--- src/rtl/simd_lane_alu_if.sv ---
// Operand/result bus for simd_lane_alu: input beat handshake, result handshake,
// accumulator/sticky controls and status.
interface simd_lane_alu_if #(
  parameter int LANE_W = 8,
  parameter int LANES  = 4
);
  localparam int DATA_W = LANES * LANE_W;

  logic              in_valid;
  logic              in_ready;
  logic [DATA_W-1:0] a;
  logic [DATA_W-1:0] b;
  logic [2:0]        mode;
  logic              acc_clr;
  logic              sticky_clr;
  logic              out_valid;
  logic              out_ready;
  logic [DATA_W-1:0] res;
  logic [LANES-1:0]  lane_c;
  logic              zero;
  logic [LANES-1:0]  sat_sticky;

  modport master (
    output in_valid, a, b, mode, acc_clr, sticky_clr, out_ready,
    input  in_ready, out_valid, res, lane_c, zero, sat_sticky
  );

  modport slave (
    input  in_valid, a, b, mode, acc_clr, sticky_clr, out_ready,
    output in_ready, out_valid, res, lane_c, zero, sat_sticky
  );
endinterface

--- src/rtl/simd_lane_alu.sv ---
// Two-stage packed-lane wrap/saturating add/sub/accumulate unit.
// SIMD_SIGNED_SAT_EN enables signed saturation for mode 010 (otherwise it runs as USAT).
module simd_lane_alu #(
  parameter int LANE_W = 8,
  parameter int LANES  = 4
) (
  input logic          clk,
  input logic          reset,
  simd_lane_alu_if.slave bus
);
  localparam int DATA_W = LANES * LANE_W;

  localparam logic [2:0] MODE_USAT = 3'b001;
  localparam logic [2:0] MODE_SSAT = 3'b010;
  localparam logic [2:0] MODE_SUBU = 3'b011;
  localparam logic [2:0] MODE_ACC  = 3'b100;

  logic              s1_valid_reg;
  logic [DATA_W-1:0] s1_a_reg;
  logic [DATA_W-1:0] s1_b_reg;
  logic [2:0]        s1_mode_reg;
  logic              out_valid_reg;
  logic [DATA_W-1:0] res_reg;
  logic [LANES-1:0]  lane_c_reg;
  logic              zero_reg;
  logic [LANES-1:0]  sat_sticky_reg;
  logic [DATA_W-1:0] acc_reg;

  logic              advance;
  logic              commit;
  logic [DATA_W-1:0] acc_old;
  logic [DATA_W-1:0] res_next;
  logic [LANES-1:0]  carry_next;
  logic [LANES-1:0]  sat_next;
  logic [LANES-1:0]  sat_set;

  assign advance = !out_valid_reg || bus.out_ready;
  assign commit  = advance && s1_valid_reg;
  // A clear coincident with an ACC commit makes that commit start from zero.
  assign acc_old = bus.acc_clr ? '0 : acc_reg;
  assign sat_set = commit ? sat_next : '0;

  genvar gi;
  generate
    for (gi = 0; gi < LANES; gi++) begin : g_lane
      logic [LANE_W-1:0] la, lb, lacc, lres;
      logic [LANE_W:0]   sum_u, diff_u, acc_u;
      logic              lcar, lsat;

      assign la     = s1_a_reg[gi*LANE_W +: LANE_W];
      assign lb     = s1_b_reg[gi*LANE_W +: LANE_W];
      assign lacc   = acc_old[gi*LANE_W +: LANE_W];
      assign sum_u  = {1'b0, la} + {1'b0, lb};
      assign diff_u = {1'b0, la} - {1'b0, lb};
      assign acc_u  = {1'b0, lacc} + {1'b0, la};

`ifdef SIMD_SIGNED_SAT_EN
      logic s_ovf;
      assign s_ovf = (la[LANE_W-1] == lb[LANE_W-1]) && (sum_u[LANE_W-1] != la[LANE_W-1]);
`endif

      always_comb begin
        lres = sum_u[LANE_W-1:0];
        lcar = sum_u[LANE_W];
        lsat = 1'b0;
        case (s1_mode_reg)
`ifdef SIMD_SIGNED_SAT_EN
          MODE_USAT: begin
            if (sum_u[LANE_W]) lres = '1;
            lsat = sum_u[LANE_W];
          end
          MODE_SSAT: begin
            lcar = s_ovf;
            lsat = s_ovf;
            // Overflow only happens when both signs agree, so a's sign picks the rail.
            if (s_ovf) lres = la[LANE_W-1] ? {1'b1, {(LANE_W-1){1'b0}}} : {1'b0, {(LANE_W-1){1'b1}}};
          end
`else
          MODE_USAT, MODE_SSAT: begin
            if (sum_u[LANE_W]) lres = '1;
            lsat = sum_u[LANE_W];
          end
`endif
          MODE_SUBU: begin
            lres = diff_u[LANE_W] ? '0 : diff_u[LANE_W-1:0];
            lcar = diff_u[LANE_W];
            lsat = diff_u[LANE_W];
          end
          MODE_ACC: begin
            lres = acc_u[LANE_W] ? '1 : acc_u[LANE_W-1:0];
            lcar = acc_u[LANE_W];
            lsat = acc_u[LANE_W];
          end
          default: begin
            lres = sum_u[LANE_W-1:0];
            lcar = sum_u[LANE_W];
          end
        endcase
      end

      assign res_next[gi*LANE_W +: LANE_W] = lres;
      assign carry_next[gi] = lcar;
      assign sat_next[gi]   = lsat;
    end
  endgenerate

  always_ff @(posedge clk) begin
    if (reset) begin
      s1_valid_reg   <= 1'b0;
      s1_a_reg       <= '0;
      s1_b_reg       <= '0;
      s1_mode_reg    <= '0;
      out_valid_reg  <= 1'b0;
      res_reg        <= '0;
      lane_c_reg     <= '0;
      zero_reg       <= 1'b0;
      sat_sticky_reg <= '0;
      acc_reg        <= '0;
    end else begin
      if (bus.acc_clr) acc_reg <= '0;
      if (advance) begin
        s1_valid_reg  <= bus.in_valid;
        if (bus.in_valid) begin
          s1_a_reg    <= bus.a;
          s1_b_reg    <= bus.b;
          s1_mode_reg <= bus.mode;
        end
        out_valid_reg <= s1_valid_reg;
        zero_reg      <= s1_valid_reg && (res_next == '0);
        if (s1_valid_reg) begin
          res_reg    <= res_next;
          lane_c_reg <= carry_next;
          if (s1_mode_reg == MODE_ACC) acc_reg <= res_next;
        end
      end
      // New saturation bits are ORed after the clear so a coincident event survives.
      sat_sticky_reg <= (bus.sticky_clr ? '0 : sat_sticky_reg) | sat_set;
    end
  end

  assign bus.in_ready   = advance && !reset;
  assign bus.out_valid  = out_valid_reg;
  assign bus.res        = res_reg;
  assign bus.lane_c     = lane_c_reg;
  assign bus.zero       = zero_reg;
  assign bus.sat_sticky = sat_sticky_reg;
endmodule
--- src/flat_wrapper.sv ---
// flat-port wrapper written by rule: the top's interface ports become plain ports
module simd_lane_alu_flat 
#(
  parameter int LANE_W = 8,
  parameter int LANES  = 4
)
  (clk, reset, bus_in_valid, bus_a, bus_b, bus_mode, bus_acc_clr, bus_sticky_clr, bus_out_ready, bus_in_ready, bus_out_valid, bus_res, bus_lane_c, bus_zero, bus_sat_sticky);
  simd_lane_alu_if #(.LANE_W(LANE_W), .LANES(LANES)) bus_i ();
  input logic clk;
  input logic reset;
  input wire logic [$bits(bus_i.in_valid)-1:0] bus_in_valid;
  input wire logic [$bits(bus_i.a)-1:0] bus_a;
  input wire logic [$bits(bus_i.b)-1:0] bus_b;
  input wire logic [$bits(bus_i.mode)-1:0] bus_mode;
  input wire logic [$bits(bus_i.acc_clr)-1:0] bus_acc_clr;
  input wire logic [$bits(bus_i.sticky_clr)-1:0] bus_sticky_clr;
  input wire logic [$bits(bus_i.out_ready)-1:0] bus_out_ready;
  output wire logic [$bits(bus_i.in_ready)-1:0] bus_in_ready;
  output wire logic [$bits(bus_i.out_valid)-1:0] bus_out_valid;
  output wire logic [$bits(bus_i.res)-1:0] bus_res;
  output wire logic [$bits(bus_i.lane_c)-1:0] bus_lane_c;
  output wire logic [$bits(bus_i.zero)-1:0] bus_zero;
  output wire logic [$bits(bus_i.sat_sticky)-1:0] bus_sat_sticky;
  assign bus_i.in_valid = bus_in_valid;
  assign bus_i.a = bus_a;
  assign bus_i.b = bus_b;
  assign bus_i.mode = bus_mode;
  assign bus_i.acc_clr = bus_acc_clr;
  assign bus_i.sticky_clr = bus_sticky_clr;
  assign bus_i.out_ready = bus_out_ready;
  assign bus_in_ready = bus_i.in_ready;
  assign bus_out_valid = bus_i.out_valid;
  assign bus_res = bus_i.res;
  assign bus_lane_c = bus_i.lane_c;
  assign bus_zero = bus_i.zero;
  assign bus_sat_sticky = bus_i.sat_sticky;
  simd_lane_alu #(.LANE_W(LANE_W), .LANES(LANES)) u_core (.clk(clk), .reset(reset), .bus(bus_i));
endmodule
--- config.mk ---
export PLATFORM = sky130hd
export DESIGN_NAME = simd_lane_alu_flat
export DESIGN_NICKNAME = d
export VERILOG_FILES = /design/src/rtl/simd_lane_alu_if.sv /design/src/rtl/simd_lane_alu.sv /design/src/flat_wrapper.sv
export SDC_FILE = /design/constraint.sdc
export NUM_CORES = 1
export LEC_CHECK = 0
export CAP_MARGIN = 20
export CORE_UTILIZATION = 52
export CTS_CLUSTER_DIAMETER = 100
export DETAILED_ROUTE_END_ITERATION = 7
export PLACE_DENSITY = 0.78
export SLEW_MARGIN = 20
export SYNTH_ARGS = -nofsm -noshare
export SYNTH_HDL_FRONTEND = slang
export SYNTH_SLANG_ARGS = --single-unit
--- constraint.sdc ---
create_clock -name clk -period 3.81 [get_ports clk]
set_input_delay 0.762 -clock clk [delete_from_list [all_inputs] [get_ports clk]]
set_output_delay 0.762 -clock clk [all_outputs]
set_load 0.02 [all_outputs]
==> impl_metrics.py <==
metrics = {
    "placed_design": {
        "numPortBuffers": 115,
        "gp_congestion": 0.959,
        "hpwl_mm": 22.6,
        "place_inst": 1745,
    },
    "critical_path": {
        "cp_slowest_stage_delay_ns": 0.42,
        "crit_fanout": 4,
        "critPathTopFamily": "compound AO/OA/AOI/OAI gates",
        "worstPathRequired_ns": 4.19,
        "worstSetupStartpointType": "input port",
        "critPathBufInv": 3,
        "crit_top_cell": "buf_4",
        "setup.worst_path.end_class": "flop",
        "worstPathArrival_ns": 3.97,
        "crit_type": "in -> reg",
        "crit_slowest_cell": "fa_1",
        "reg2reg_slack_ns": 0.27,
        "crit_chain": "clkbuf_2 -> nor2b_1 -> ha_1 -> fa_1 -> nand3_1 -> a21oi_1 -> a2111oi_4 -> o2bb2ai_1 -> buf_4 -> a2111oi_0 -> buf_4 -> and4_1 -> nand4_1 -> nor4_2 -> a41o_1",
    },
    "detailed_routing": {
        "via_count": 10100,
        "drt_wl_total_mm": 30.3,
        "routed_via_density": 5.69,
        "drt_iter0_drc": 776,
        "drcViolationCount": 0,
        "wl_per_cell_um": 17.0,
        "antenna_left": 0,
        "drtPass1Iterations": 5,
    },
    "layout": {
        "layout_common_cells": "nand2_1, dfxtp_1, nor2_1",
        "finalNonFillerCells": 1777,
        "nNetsFinal": 1685,
        "final_common_cell": "nand2_1",
        "antennaDiodeCount": 0,
        "syn_to_final_growth_pct": 28.5,
        "drive_above_1_share_pct": 12.6,
    },
    "sta": {
        "hold_viol": 0,
        "slew_violations": 0,
        "clock.fmax_ghz": 0.279,
        "maxSlewHeadroom_pct": 32.2,
        "worstMarginPinSlew_ns": 1.02,
        "setup_violations": 0,
        "hold_ws_ns": 0.473,
        "fin_crit_ns": 3.59,
        "skew_ns": 0.00942,
        "fin_crit_sh_pct": 94.1,
        "rsz0062_at_grt": "no",
    },
    "power_and_ir_drop": {
        "power_frac_comb_pct": 24.3,
        "seqPwrFrac_pct": 34.4,
        "finalPower_mw": 4.74,
        "powerDensity_mw_per_mm2": 364,
        "internal_power_mw": 3.36,
        "p_leak_nw": 5.56,
        "switchingPower_mw": 1.39,
        "max-vdd-ir-drop_mv": 0.330,
        "switching_share_pct": 29.2,
        "clkPwrFrac_pct": 41.3,
    },
    "global_route": {
        "grt_max_degree": 98,
        "grt_use_total_pct": 31.2,
        "grt_pass1_wl_mm": 48.9,
        "first_global_vias": 9614,
        "antenna_found_initial": 0,
        "grt.overflow.total": 0,
    },
    "yosys": {
        "netlist_area_sq_mm": 0.0101,
        "synth_area_leaders": "dfxtp_1, ha_1, nand2_1",
        "ys_types": 80,
        "ys_ff_latch": 142,
        "yosysSeqAreaShare_pct": 28.1,
        "synth_top_cell_area_share_pct": 28.1,
        "avgSynthCellArea_sq_um": 7.73,
        "synth_top_cell_by_area": "dfxtp_1",
        "synthesis.instances": 1311,
        "synth_edf_count": 0,
        "async_flop_share_pct": 0,
        "syn_nets": 1492,
        "yosysWarnings": 0,
        "ys.flop_type": "dfxtp_1",
    },
    "floorplan": {
        "core-area_sq_mm": 0.0189,
        "dieArea_sq_mm": 0.0200,
        "start_util_pct": 53.6,
        "rows": 50,
        "dieWidth_um": 142,
        "die_h_um": 142,
        "pin_count": 116,
    },
    "clocking": {
        "htree_levels": 4,
        "cts_made_buffers": 17,
        "ctsLongestPathBuffers": 2,
        "post-cts-setup-buffers": 0,
        "worstSkewPairLatency_ns": 0.44,
        "cts.sinks": 142,
        "cts-root-buf": "clkbuf_16",
        "tritoncts": "built",
        "clk_pin_slew_ns": 0.06,
    },
    "job": {
        "maxCapViolCount": 0,
    },
    "outcome": {
        "status": "complete, no violations",
    },
    "worst_hold_path": {
        "hold_path_class": "reg -> reg",
    },
}
## stage by stage
stage / instance area (sq um) / utilization [%] / setup TNS (ns) / worst slack, ns
finish: 13000 / 68.9 / 0 / 0.224
global route: 13000 / 68.9 / 0 / 0.0735
floorplan: 10100 / - / 0 / 0.0623
global placement: 12300 / 65.2 / -4.05 / -0.557
detailed placement: 12300 / 65.2 / -5.89 / -0.647
CTS: 13000 / 68.9 / 0 / 0.0457
## layout make-up
class / count / area (sq um)
clock buffers: 22 / 474
repair buffers: 247 / 2150
multi-input cells: 1033 / 6780
clock inverters: 10 / 208
inverters: 63 / 236
flip-flops and latches: 142 / 2840
well taps: 260 / 325
fillers: 1623 / 5870
## kinds of logic after synthesis
logic type,synth area share (%)
AOI/OAI and AO/OA,23.5
xor gates and xnor gates,4.06
adders and majority gates,14.2
buffers and inverters,5.47
DFF,28.1
muxes,0.926
and+or+nand+nor,23.8
## worst paths after layout
| check | from | end | cells past startpoint |
|---|---|---|---|
| worst max-delay path | bus_acc_clr | u_core.bus.zero | 15 |
| worst min-delay path | u_core.s1_b_reg[22] | u_core.s1_b_reg[22] | 2 |
| worst max register to register | u_core.s1_a_reg[0] | u_core.bus.zero | 14 |
| worst min register to register | u_core.s1_b_reg[22] | u_core.s1_b_reg[22] | 2 |
## Yosys cell counts, drive strengths merged, types with 7 or more instances
master  instances
a21o           12
and2            7
nand3          23
o21bai          9
fa             12
o21ai          34
nor2          138
o211ai         11
ha             96
o21a           12
inv            63
nor2b          51
clkbuf         55
buf            18
nand2         187
nor3           29
a21oi         138
or3             7
dfxtp         142
nand3b          8
a211oi         65
xor2           20
nand2b         18
xnor2          27
and3            8
## worst register-to-register path, stage by stage, from the launching register on
cell and delay, ns:
dfxtp_1 0.36, inv_1 0.08, ha_1 0.14, inv_1 0.06
fa_1 0.48, a211o_1 0.31, nand2_1 0.11, mux2_2 0.33
o21ai_0 0.32, o221ai_1 0.24, nor4_2 0.28, buf_4 0.16
nand4_1 0.11, nor4_2 0.30, a41o_1 0.20
## power by group through the flow
stage	combinational [mW]	clock (mW)	sequential, mW
after floorplan	0.658	0	1.67
after global placement	1.11	0	1.66
after detailed placement	1.12	0	1.67
after CTS	1.14	1.97	1.63
after global routing	1.25	2.03	1.64
final	1.15	1.96	1.63
## routing by layer
layer	up-vias	share of wire, %	GRT usage, %
li1	5009	-	-
met1	4721	45	40.5
met2	322	47	52.7
met3	57	6.1	5.13
met4	0	2.3	10.3
met5	-	0	0
## what timing repair did
action | in CTS | in global routing
endpoints found under the setup margin | 1 | 1
hold endpoints to repair | 0 | 0
pin swaps | 0 | 0
hold buffers | 0 | 0
resized for setup | 5 | 4
No activity file was read; power rests on OpenSTA's default activity.
